$ cat config.mk
export PLATFORM = sky130hd
export DESIGN_NAME = idex_hazard_ctrl_flat
export DESIGN_NICKNAME = d
export VERILOG_FILES = /design/src/rtl/idex_hazard_if.sv /design/src/rtl/idex_hazard_ctrl.sv /design/src/flat_wrapper.sv
export SDC_FILE = /design/constraint.sdc
export NUM_CORES = 1
export LEC_CHECK = 0
export ABC_CLOCK_PERIOD_IN_PS = 2490
export CAP_MARGIN = 5
export CORE_ASPECT_RATIO = 1.2
export CORE_UTILIZATION = 40
export CTS_CLUSTER_DIAMETER = 200
export DETAILED_ROUTE_END_ITERATION = 7
export HOLD_SLACK_MARGIN = 0.06
export PLACE_DENSITY = 0.92
export SYNTH_ARGS = -nofsm -noshare
export SYNTH_HDL_FRONTEND = slang
export SYNTH_SLANG_ARGS = --single-unit
$ cat constraint.sdc
create_clock -name clk -period 2.49 [get_ports clk]
set_input_delay 0.498 -clock clk [delete_from_list [all_inputs] [get_ports clk]]
set_output_delay 0.498 -clock clk [all_outputs]
set_load 0.05 [all_outputs]
$ cat src/rtl/idex_hazard_if.sv
// Decode/Execute hazard bundle: decode fields and M/W destinations in, registered
// Execute controls plus forward/stall/flush selects out.
interface idex_hazard_if;
  logic [2:0] alu_src_b_d;
  logic       reg_write_d;
  logic [1:0] result_src_d;
  logic [4:0] rs1_d;
  logic [4:0] rs2_d;
  logic [4:0] rd_d;
  logic [4:0] rd_m;
  logic [4:0] rd_w;
  logic       reg_write_m;
  logic       reg_write_w;
  logic       pc_src_e;

  logic [2:0] alu_src_b_e;
  logic       reg_write_e;
  logic [1:0] result_src_e;
  logic [4:0] rs1_e;
  logic [4:0] rs2_e;
  logic [4:0] rd_e;
  logic [1:0] forward_a_e;
  logic [1:0] forward_b_e;
  logic [1:0] forward_wd_e;
  logic       stall_f;
  logic       stall_d;
  logic       flush_d;
  logic       flush_e;

  modport master (
    output alu_src_b_d, reg_write_d, result_src_d, rs1_d, rs2_d, rd_d,
    output rd_m, rd_w, reg_write_m, reg_write_w, pc_src_e,
    input  alu_src_b_e, reg_write_e, result_src_e, rs1_e, rs2_e, rd_e,
    input  forward_a_e, forward_b_e, forward_wd_e,
    input  stall_f, stall_d, flush_d, flush_e
  );

  modport slave (
    input  alu_src_b_d, reg_write_d, result_src_d, rs1_d, rs2_d, rd_d,
    input  rd_m, rd_w, reg_write_m, reg_write_w, pc_src_e,
    output alu_src_b_e, reg_write_e, result_src_e, rs1_e, rs2_e, rd_e,
    output forward_a_e, forward_b_e, forward_wd_e,
    output stall_f, stall_d, flush_d, flush_e
  );
endinterface

$ cat src/rtl/idex_hazard_ctrl.sv
// ID/EX pipeline register with load-use stall, branch flush and operand forwarding.
// Optional stall/flush statistics counters are built when IDEX_HAZARD_STATS_EN is defined.
module idex_hazard_ctrl (
  input  logic          clk,
  input  logic          reset,
  idex_hazard_if.slave  hz
`ifdef IDEX_HAZARD_STATS_EN
  ,
  output logic [31:0]   stall_cnt,
  output logic [31:0]   flush_cnt
`endif
);

  typedef enum logic [0:0] {
    RUN    = 1'b0,
    BUBBLE = 1'b1
  } state_t;

  state_t     state_reg;
  logic [2:0] alu_src_b_e_reg;
  logic       reg_write_e_reg;
  logic [1:0] result_src_e_reg;
  logic [4:0] rs1_e_reg;
  logic [4:0] rs2_e_reg;
  logic [4:0] rd_e_reg;

  logic       lu;
  logic       stall;
  logic       flush_e;
  logic [4:0] src_e [2];
  logic [1:0] fwd_sel [2];

  // Load in Execute whose destination feeds the instruction in Decode
  assign lu = (result_src_e_reg == 2'b01) && (rd_e_reg != 5'd0) &&
              ((rd_e_reg == hz.rs1_d) || (rd_e_reg == hz.rs2_d));

  // A taken branch discards Decode anyway, so it overrides the stall
  assign stall   = lu && !hz.pc_src_e;
  assign flush_e = hz.pc_src_e || lu;

  assign hz.stall_f = stall;
  assign hz.stall_d = stall;
  assign hz.flush_d = hz.pc_src_e;
  assign hz.flush_e = flush_e;

  always_ff @(posedge clk) begin
    if (reset || flush_e) begin
      alu_src_b_e_reg  <= 3'b000;
      reg_write_e_reg  <= 1'b0;
      result_src_e_reg <= 2'b00;
      rs1_e_reg        <= 5'd0;
      rs2_e_reg        <= 5'd0;
      rd_e_reg         <= 5'd0;
    end else begin
      alu_src_b_e_reg  <= hz.alu_src_b_d;
      reg_write_e_reg  <= hz.reg_write_d;
      result_src_e_reg <= hz.result_src_d;
      rs1_e_reg        <= hz.rs1_d;
      rs2_e_reg        <= hz.rs2_d;
      rd_e_reg         <= hz.rd_d;
    end
  end

  // BUBBLE marks the cycle Execute holds the inserted no-op; lu cannot recur there
  always_ff @(posedge clk) begin
    if (reset) begin
      state_reg <= RUN;
    end else if (hz.pc_src_e) begin
      state_reg <= RUN;
    end else begin
      case (state_reg)
        RUN:     state_reg <= lu ? BUBBLE : RUN;
        BUBBLE:  state_reg <= RUN;
        default: state_reg <= RUN;
      endcase
    end
  end

  assign hz.alu_src_b_e  = alu_src_b_e_reg;
  assign hz.reg_write_e  = reg_write_e_reg;
  assign hz.result_src_e = result_src_e_reg;
  assign hz.rs1_e        = rs1_e_reg;
  assign hz.rs2_e        = rs2_e_reg;
  assign hz.rd_e         = rd_e_reg;

  assign src_e[0] = rs1_e_reg;
  assign src_e[1] = rs2_e_reg;

  // One forwarding unit per Execute source; Memory stage wins over Writeback
  generate
    for (genvar gi = 0; gi < 2; gi++) begin : g_fwd
      always_comb begin
        fwd_sel[gi] = 2'b00;
        if (hz.reg_write_m && (hz.rd_m != 5'd0) && (hz.rd_m == src_e[gi])) begin
          fwd_sel[gi] = 2'b10;
        end else if (hz.reg_write_w && (hz.rd_w != 5'd0) && (hz.rd_w == src_e[gi])) begin
          fwd_sel[gi] = 2'b01;
        end
      end
    end
  endgenerate

  assign hz.forward_a_e  = fwd_sel[0];
  assign hz.forward_wd_e = fwd_sel[1];
  assign hz.forward_b_e  = (alu_src_b_e_reg == 3'b000) ? fwd_sel[1] : 2'b00;

`ifdef IDEX_HAZARD_STATS_EN
  logic [31:0] stall_cnt_reg;
  logic [31:0] flush_cnt_reg;

  always_ff @(posedge clk) begin
    if (reset) begin
      stall_cnt_reg <= 32'd0;
      flush_cnt_reg <= 32'd0;
    end else begin
      if (stall) begin
        stall_cnt_reg <= stall_cnt_reg + 32'd1;
      end
      if (hz.pc_src_e) begin
        flush_cnt_reg <= flush_cnt_reg + 32'd1;
      end
    end
  end

  assign stall_cnt = stall_cnt_reg;
  assign flush_cnt = flush_cnt_reg;
`endif

endmodule

$ cat src/flat_wrapper.sv
// flat-port wrapper written by rule: the top's interface ports become plain ports
module idex_hazard_ctrl_flat 
  (clk, reset, hz_alu_src_b_d, hz_reg_write_d, hz_result_src_d, hz_rs1_d, hz_rs2_d, hz_rd_d, hz_rd_m, hz_rd_w, hz_reg_write_m, hz_reg_write_w, hz_pc_src_e, hz_alu_src_b_e, hz_reg_write_e, hz_result_src_e, hz_rs1_e, hz_rs2_e, hz_rd_e, hz_forward_a_e, hz_forward_b_e, hz_forward_wd_e, hz_stall_f, hz_stall_d, hz_flush_d, hz_flush_e);
  idex_hazard_if hz_i ();
  input  logic clk;
  input  logic reset;
  input wire logic [$bits(hz_i.alu_src_b_d)-1:0] hz_alu_src_b_d;
  input wire logic [$bits(hz_i.reg_write_d)-1:0] hz_reg_write_d;
  input wire logic [$bits(hz_i.result_src_d)-1:0] hz_result_src_d;
  input wire logic [$bits(hz_i.rs1_d)-1:0] hz_rs1_d;
  input wire logic [$bits(hz_i.rs2_d)-1:0] hz_rs2_d;
  input wire logic [$bits(hz_i.rd_d)-1:0] hz_rd_d;
  input wire logic [$bits(hz_i.rd_m)-1:0] hz_rd_m;
  input wire logic [$bits(hz_i.rd_w)-1:0] hz_rd_w;
  input wire logic [$bits(hz_i.reg_write_m)-1:0] hz_reg_write_m;
  input wire logic [$bits(hz_i.reg_write_w)-1:0] hz_reg_write_w;
  input wire logic [$bits(hz_i.pc_src_e)-1:0] hz_pc_src_e;
  output wire logic [$bits(hz_i.alu_src_b_e)-1:0] hz_alu_src_b_e;
  output wire logic [$bits(hz_i.reg_write_e)-1:0] hz_reg_write_e;
  output wire logic [$bits(hz_i.result_src_e)-1:0] hz_result_src_e;
  output wire logic [$bits(hz_i.rs1_e)-1:0] hz_rs1_e;
  output wire logic [$bits(hz_i.rs2_e)-1:0] hz_rs2_e;
  output wire logic [$bits(hz_i.rd_e)-1:0] hz_rd_e;
  output wire logic [$bits(hz_i.forward_a_e)-1:0] hz_forward_a_e;
  output wire logic [$bits(hz_i.forward_b_e)-1:0] hz_forward_b_e;
  output wire logic [$bits(hz_i.forward_wd_e)-1:0] hz_forward_wd_e;
  output wire logic [$bits(hz_i.stall_f)-1:0] hz_stall_f;
  output wire logic [$bits(hz_i.stall_d)-1:0] hz_stall_d;
  output wire logic [$bits(hz_i.flush_d)-1:0] hz_flush_d;
  output wire logic [$bits(hz_i.flush_e)-1:0] hz_flush_e;
  assign hz_i.alu_src_b_d = hz_alu_src_b_d;
  assign hz_i.reg_write_d = hz_reg_write_d;
  assign hz_i.result_src_d = hz_result_src_d;
  assign hz_i.rs1_d = hz_rs1_d;
  assign hz_i.rs2_d = hz_rs2_d;
  assign hz_i.rd_d = hz_rd_d;
  assign hz_i.rd_m = hz_rd_m;
  assign hz_i.rd_w = hz_rd_w;
  assign hz_i.reg_write_m = hz_reg_write_m;
  assign hz_i.reg_write_w = hz_reg_write_w;
  assign hz_i.pc_src_e = hz_pc_src_e;
  assign hz_alu_src_b_e = hz_i.alu_src_b_e;
  assign hz_reg_write_e = hz_i.reg_write_e;
  assign hz_result_src_e = hz_i.result_src_e;
  assign hz_rs1_e = hz_i.rs1_e;
  assign hz_rs2_e = hz_i.rs2_e;
  assign hz_rd_e = hz_i.rd_e;
  assign hz_forward_a_e = hz_i.forward_a_e;
  assign hz_forward_b_e = hz_i.forward_b_e;
  assign hz_forward_wd_e = hz_i.forward_wd_e;
  assign hz_stall_f = hz_i.stall_f;
  assign hz_stall_d = hz_i.stall_d;
  assign hz_flush_d = hz_i.flush_d;
  assign hz_flush_e = hz_i.flush_e;
  idex_hazard_ctrl u_core (.clk(clk), .reset(reset), .hz(hz_i));
endmodule
==> impl_results.md, run 1 <==
- Status: completed
- Dpl hpwl: 2.92 mm
- Die height: 60.1 um
- Via Count: 1276
- WHS Endpoint: u_core.hz.rs2_e[4]
- Syn avg cell area: 9.36 um2
- Hold Path Class: in2reg
- CTS sink cnt: 21
- Die area: 0.00303 mm2
- Hold Fails Final Rpt: 0
- Post-synthesis sequential area ratio: 37.4%
- GRT Resource Usage Total: 26.8%
- CP endpoint kind: output pin
- Distinct cells, synth: 23
- Final worst path period share: 98.4%
- Hold Crit Depth: 2
- Clock transition at path regs: 0.11 ns
- Reg2reg end: u_core.hz.rs1_e[4]
- Placed Instance Area: 0.00211 mm2
- M3 GR Usage: 4.07%
- Leak: 0.984 nW
- Hold Crit Start: hz_rs2_d[4]
- Largest stage delay, worst path: 0.54 ns
- CTS tree: done
- Max clock buf depth: 2
- Ys async rst share: 0%
- Row Count: 20
- Mapped Cells: 120
- Total iterations of the first detailed-routing run: 4
- Syn Nets: 156
- Fmax: 408 MHz
- Leading cell type by number of instances after synthesis: dfxtp_1
- Core area: 0.00260 mm2
- Synth area leader: dfxtp_1
- CP required: 1.99 ns
- Layout cells sized above 1: 35.1%
- Reg2reg path depth: 4
- Main flop type after synthesis: dfxtp_1
- GRT Max-Usage Layer: met2
- PwrDens: 373 mW/mm2
- Synth top area share: 37.4%
- Synth warn: 0
- Starting density of the core: 43.2%
- EDFF count, synth: 0
- Area delta synth->final: 95.3%
- Fin area: 0.00219 mm2
- Vias in the first global route: 1297
- Per-cell routed wire length: 15.8 um
- Dominant cells by area after synthesis: dfxtp_1 (37%), xnor2_1 (15%), o211a_1 (8.9%), xor2_1 (8.6%), a21oi_1 (4.9%)
- Residual DRC: 0
- Slew Limit Fails: 0
- Clock skew: 0.00790 ns
- #FFs+latches synth: 21
- Drt via density: 5.43
- R2R Setup Slk: 0.82 ns
- Largest net degree at the start of global routing: 22
- Root Buffer: clkbuf_4
- Max-cap viol count: 0
- WP data arrival: 1.95 ns
- Cell-by-cell trace of the critical path: clkbuf_2 -> buf_6 -> xor2_1 -> or4_4 -> nor4_4 -> buf_12
- Worst slew margin: 66.1%
- First-pass GRT wire length: 5.98 mm
- Setup violations, final: 0
- Antenna violations before repair: 0
- Cts bufs inserted: 3
- 1st-iter DRT viols: 28
- H-tree depth: 1
- Final GP Congestion: 0.815
- Tmin final: 2.45 ns
- Final Power: 0.819 mW
- CP Class: in2out
- GR Util met1: 25.3%
- Worst Tran Pin Value: 0.506 ns
- Met2 Resource Use GR: 55.6%
- Post-route ant nets: 0
- Nets: 239
- CP Max Fanout: 2
- Slowest-stage cell, CP: or4_4
- Die Width: 50.4 um
- Buffers on Ports: 66
- RR Startpoint: u_core.hz.rd_e[0]
- Worst-skew pair later-pin latency: 0.30 ns
- ANT cells: 0
- Top Ports: 67
- Post-Syn Area: 0.00112 mm2
- Routed wire length: 3.71 mm
- Worst Setup Start Kind: input pin
- Max IR drop VDD: 0.439 mV
- GRT Residual Overflow: 0
- Synth cell count leaders: dfxtp_1 (21), xnor2_1 (19), nand2_1 (13), a21oi_1 (11), xor2_1 (11)
[per-layer routing]
metal  up-vias  part of all wire, %
li1        585                    -
met1       598                   34
met2        81                   56
met3        12                  6.9
met4         0                  3.2
met5         -                    0
[cells by family (layout without fill, tap and decap cells)]
kind of cell | count (synthesis) | after routing | synth area share [%]
buffers and inverters | 8 | 90 | 4.34
flip-flops | 21 | 21 | 37.4
XOR/XNOR | 30 | 30 | 23.4
AO/OA/AOI/OAI | 28 | 28 | 18.2
AND/OR/NAND/NOR | 33 | 33 | 16.7
[critical path, delay by kind of cell]
family | cells | cell delay (ns)
XOR/XNOR | 1 | 0.15
AND/OR/NAND/NOR | 2 | 0.89
buffers and inverters | 3 | 0.41
[worst max path at each step]
stage	startpoint	slack [ns]	cells after the start	to
floorplan	hz_rd_m[1]	-0.19	4	hz_forward_b_e[1]
global placement	hz_rd_m[1]	-0.28	6	hz_forward_b_e[1]
detailed placement	hz_rd_w[4]	-0.36	6	hz_forward_a_e[0]
CTS	hz_rd_m[3]	-0.003	7	hz_forward_a_e[0]
global route	hz_rs1_d[4]	-0.04	6	hz_stall_f
finish	hz_rd_w[0]	0.04	6	hz_forward_a_e[0]
[cell usage in the layout (no fill, tap or decap), drive strengths merged, types with 2 or more instances in the layout]
master,count
nor2,2
a21oi,11
nor3,2
o21ai,3
clkdlybuf4s50,38
nand3,5
or4,5
dlygate4sd2,2
nand2,13
buf,35
o211a,10
nor4,3
xor2,11
xnor2,19
dfxtp,21
dlymetal6s2s,7
clkbuf,7
[report_power, final]
group          switching, mW  internal, mW  leakage, nW
Combinational          0.152         0.142        0.791
Sequential            0.0177         0.349        0.178
Clock                 0.0966        0.0623       0.0150
[per-stage QoR]
step	hold slack, ns	setup slack [ns]	util [%]	instances	TNS (ns)
final	0.484	0.0396	84.3	235	0
after global routing	0.486	-0.0368	84.3	235	-0.0758
after CTS	0.712	-0.00284	83.4	234	-0.00284
after detailed placement	0.826	-0.358	81.2	227	-1.36
after global placement	0.793	-0.281	81.2	227	-1.14
after floorplan	0.607	-0.190	-	120	-0.445
[layout make-up]
type	count	area [um2]
Fill cell	159	408
Clock buffer	4	26.3
Tap cell	33	41.3
Multi-Input combinational cell	91	798
Timing Repair Buffer	86	887
Sequential cell	21	442
[repair_timing]
action,in CTS,in global routing
setup buffers,3,1
endpoints found under the setup margin,8,7
pin swaps,10,9
resized for setup,33,20
hold buffers,0,0
hold endpoints to repair,0,0
Power figures use the tool's default switching activity.
==> inputs of run 2 (changes only) <==
- GPL_TIMING_DRIVEN: default -> 0
==> impl_results.md, run 2 (synthesis results as in run 1) <==
- Status: completed
- Metal3 WL: 296 um (+15%)
- Most frequent cells in the layout: clkdlybuf4s50_1 (41), xnor2_1 (15), nand2_1 (13)
- Commonest non-fill, non-tap cell in the layout: clkdlybuf4s50_1
- # hold bufs at CTS: 0 (unchanged)
- Buffers on Ports: 66 (unchanged)
- Setup violations, final: 0 (unchanged)
- Area delta synth->final: 84.1%
- Leak: 0.881 nW (-10%)
- CTS sink cnt: 21 (unchanged)
- CP endpoint kind: output pin
- Reg2reg end: u_core.hz.alu_src_b_e[0]
- Per-cell routed wire length: 15.7 um (-0.41%)
- WL met1: 1.28 mm (+2.0%)
- Worst slew margin: 66.3% (+0.17 points)
- Clock transition at path regs: 0.11 ns (about the same)
- Setup TNS: 0 ns (unchanged)
- CTS tree: done
- Slew Limit Fails: 0 (unchanged)
- Largest delay share family, worst path: simple AND/OR/NAND/NOR gates
- Drt via density: 5.33 (-1.7%)
- ANT cells: 0 (unchanged)
- CP Class: in2out
- CP dominant cell by count: nor4_4
- WP data arrival: 1.95 ns (about the same)
- Starting density of the core: 43.2% (unchanged)
- Cell-by-cell trace of the critical path: buf_2 -> or4_4 -> o21ai_4 -> nor4_4 -> nor4_4 -> buf_6
- Row Count: 20 (unchanged)
- Routed wire length: 3.57 mm (-3.8%)
- Fillers: 184 (+16%)
- Final worst path period share: 98.2% (-0.24 points)
- H-tree depth: 1 (unchanged)
- Die area: 0.00303 mm2 (unchanged)
- Hold Fails Final Rpt: 0 (unchanged)
- Reg2reg path depth: 5 (+1)
- Final Power: 0.811 mW (-1.1%)
- Via Count: 1211 (-5.1%)
- Worst-skew pair later-pin latency: 0.31 ns (about the same)
- Post-route ant nets: 0 (unchanged)
- Hold Path Class: in2reg
- Cts bufs inserted: 3 (unchanged)
- CP endpoint: hz_forward_a_e[0]
- Largest stage delay, worst path: 0.53 ns (about the same)
- Max-cap viol count: 0 (unchanged)
- Top Layer Used: met4
- GRT Resource Usage Total: 24.5% (-2.3 points)
- RSZ-0062 raised after global routing: no
- Die height: 60.1 um (unchanged)
- Tmin final: 2.44 ns (-0.00593 ns)
- Final Non-Filler Cells: 227 (-3.4%)
- Max IR drop VDD: 0.373 mV (-15%)
- Dpl hpwl: 2.67 mm (-8.6%)
- Residual DRC: 0 (unchanged)
- Worst Setup Start Kind: input pin
- WHS: 0.454 ns (-0.0296 ns)
- Final worst setup slack: 0.0456 ns (+0.00593 ns)
- Vias in the first global route: 1208 (-6.9%)
- RR Startpoint: u_core.hz.rd_e[0]
- CP required: 1.99 ns (about the same)
- Total iterations of the first detailed-routing run: 4 (unchanged)
- Root Buffer: clkbuf_4
- First-pass GRT wire length: 5.44 mm (-9.1%)
- CP Max Fanout: 3 (+1)
- Post-placement cell count: 219 (-3.5%)
- WP buf/inv: 2 (-1)
- Largest net degree at the start of global routing: 12 (-45%)
- Core area: 0.00260 mm2 (unchanged)
- Die Width: 50.4 um (unchanged)
- Cell depth of the worst setup path: 6 (unchanged)
- Met2 Routed Length: 1.91 mm (-8.2%)
- 1st-iter DRT viols: 19 (-32%)
- PwrDens: 392 mW/mm2 (+5.0%)
- Critical Path Start: hz_rd_m[0]
- Clock skew: 0.00133 ns (-0.00656 ns)
- Nets: 231 (-3.3%)
- Max clock buf depth: 2 (unchanged)
- DP Worst Slack: -0.982 ns (-0.623 ns)
- Fmax: 409 MHz (+0.24%)
- Slowest-stage cell, CP: or4_4
- Final GP Congestion: 0.851 (+4.4%)
- Top Ports: 67 (unchanged)
- R2R Setup Slk: 0.86 ns (+0.04 ns)
- Layout cells sized above 1: 28.9% (-6.3 points)
- Worst Tran Pin Value: 0.504 ns (-0.00261 ns)
- Antenna violations before repair: 0 (unchanged)
- GRT Residual Overflow: 0 (unchanged)
-- run 2: cell count changes in the layout (fill, tap and decap cells not counted), sizes merged --
cell and change:
dlymetal6s2s -3, clkdlybuf4s50 +3, buf -15, dlygate4sd2 +5, clkdlybuf4s15 +2
-- run 2: worst min path at each step --
| stage | start | endpoint | slack (ns) | cells after the start |
|---|---|---|---|---|
| final | hz_rs2_d[1] | u_core.hz.rs2_e[1] | 0.45 | 2 |
| after global routing | hz_rs2_d[1] | u_core.hz.rs2_e[1] | 0.47 | 2 |
| after CTS | hz_rs2_d[0] | u_core.hz.rs2_e[0] | 0.59 | 2 |
| after detailed placement | u_core.hz.result_src_e[1] | u_core.hz.rs2_e[0] | 0.66 | 3 |
| after global placement | u_core.hz.result_src_e[1] | u_core.hz.rs2_e[0] | 0.64 | 3 |
| after floorplan | hz_rd_d[0] | u_core.hz.rd_e[0] | 0.61 | 2 |
-- run 2: area by class of cell --
type	count	area (um2)	area share [%]
clock buffers	4	26.3	1.27
multi-input cells	91	823	39.8
repair buffers	71	687	33.2
plain buffers	7	48.8	2.36
flip-flops and latches	21	442	21.4
well taps	33	41.3	2.00
-- run 2: worst reg2reg max path, stage by stage, from the launching register on --
cell      delay [ns]
dfxtp_2         0.36
xnor2_1         0.25
nand3_2         0.15
o22ai_2         0.25
clkbuf_1        0.36
a21oi_1         0.14
-- run 2: report_power, final --
part           total (mW)  switching (mW)  internal [mW]
sequential          0.367          0.0176          0.349
clock               0.168           0.105         0.0628
combinational       0.276           0.150          0.126
-- run 2: layer usage --
metal | vias up | track usage, %
li1 | 569 | -
met1 | 562 | 23.8
met2 | 73 | 47.8
met3 | 7 | 6.11
met4 | 0 | 11.5
met5 | - | 0
-- run 2: stage by stage --
step,utilization [%],area (um2)
2_1_floorplan,-,1260
3_3_place_gp,75.2,1960
3_5_place_dp,75.2,1960
4_1_cts,76.6,1990
5_1_grt,79.5,2070
6_report,79.5,2070
-- run 2: timing repair --
item,4_1_cts,5_1_grt
pin swaps,7,11
gates cloned,0,0
setup endpoints to repair,10,7
gates resized for setup,81,14
setup buffers,1,4
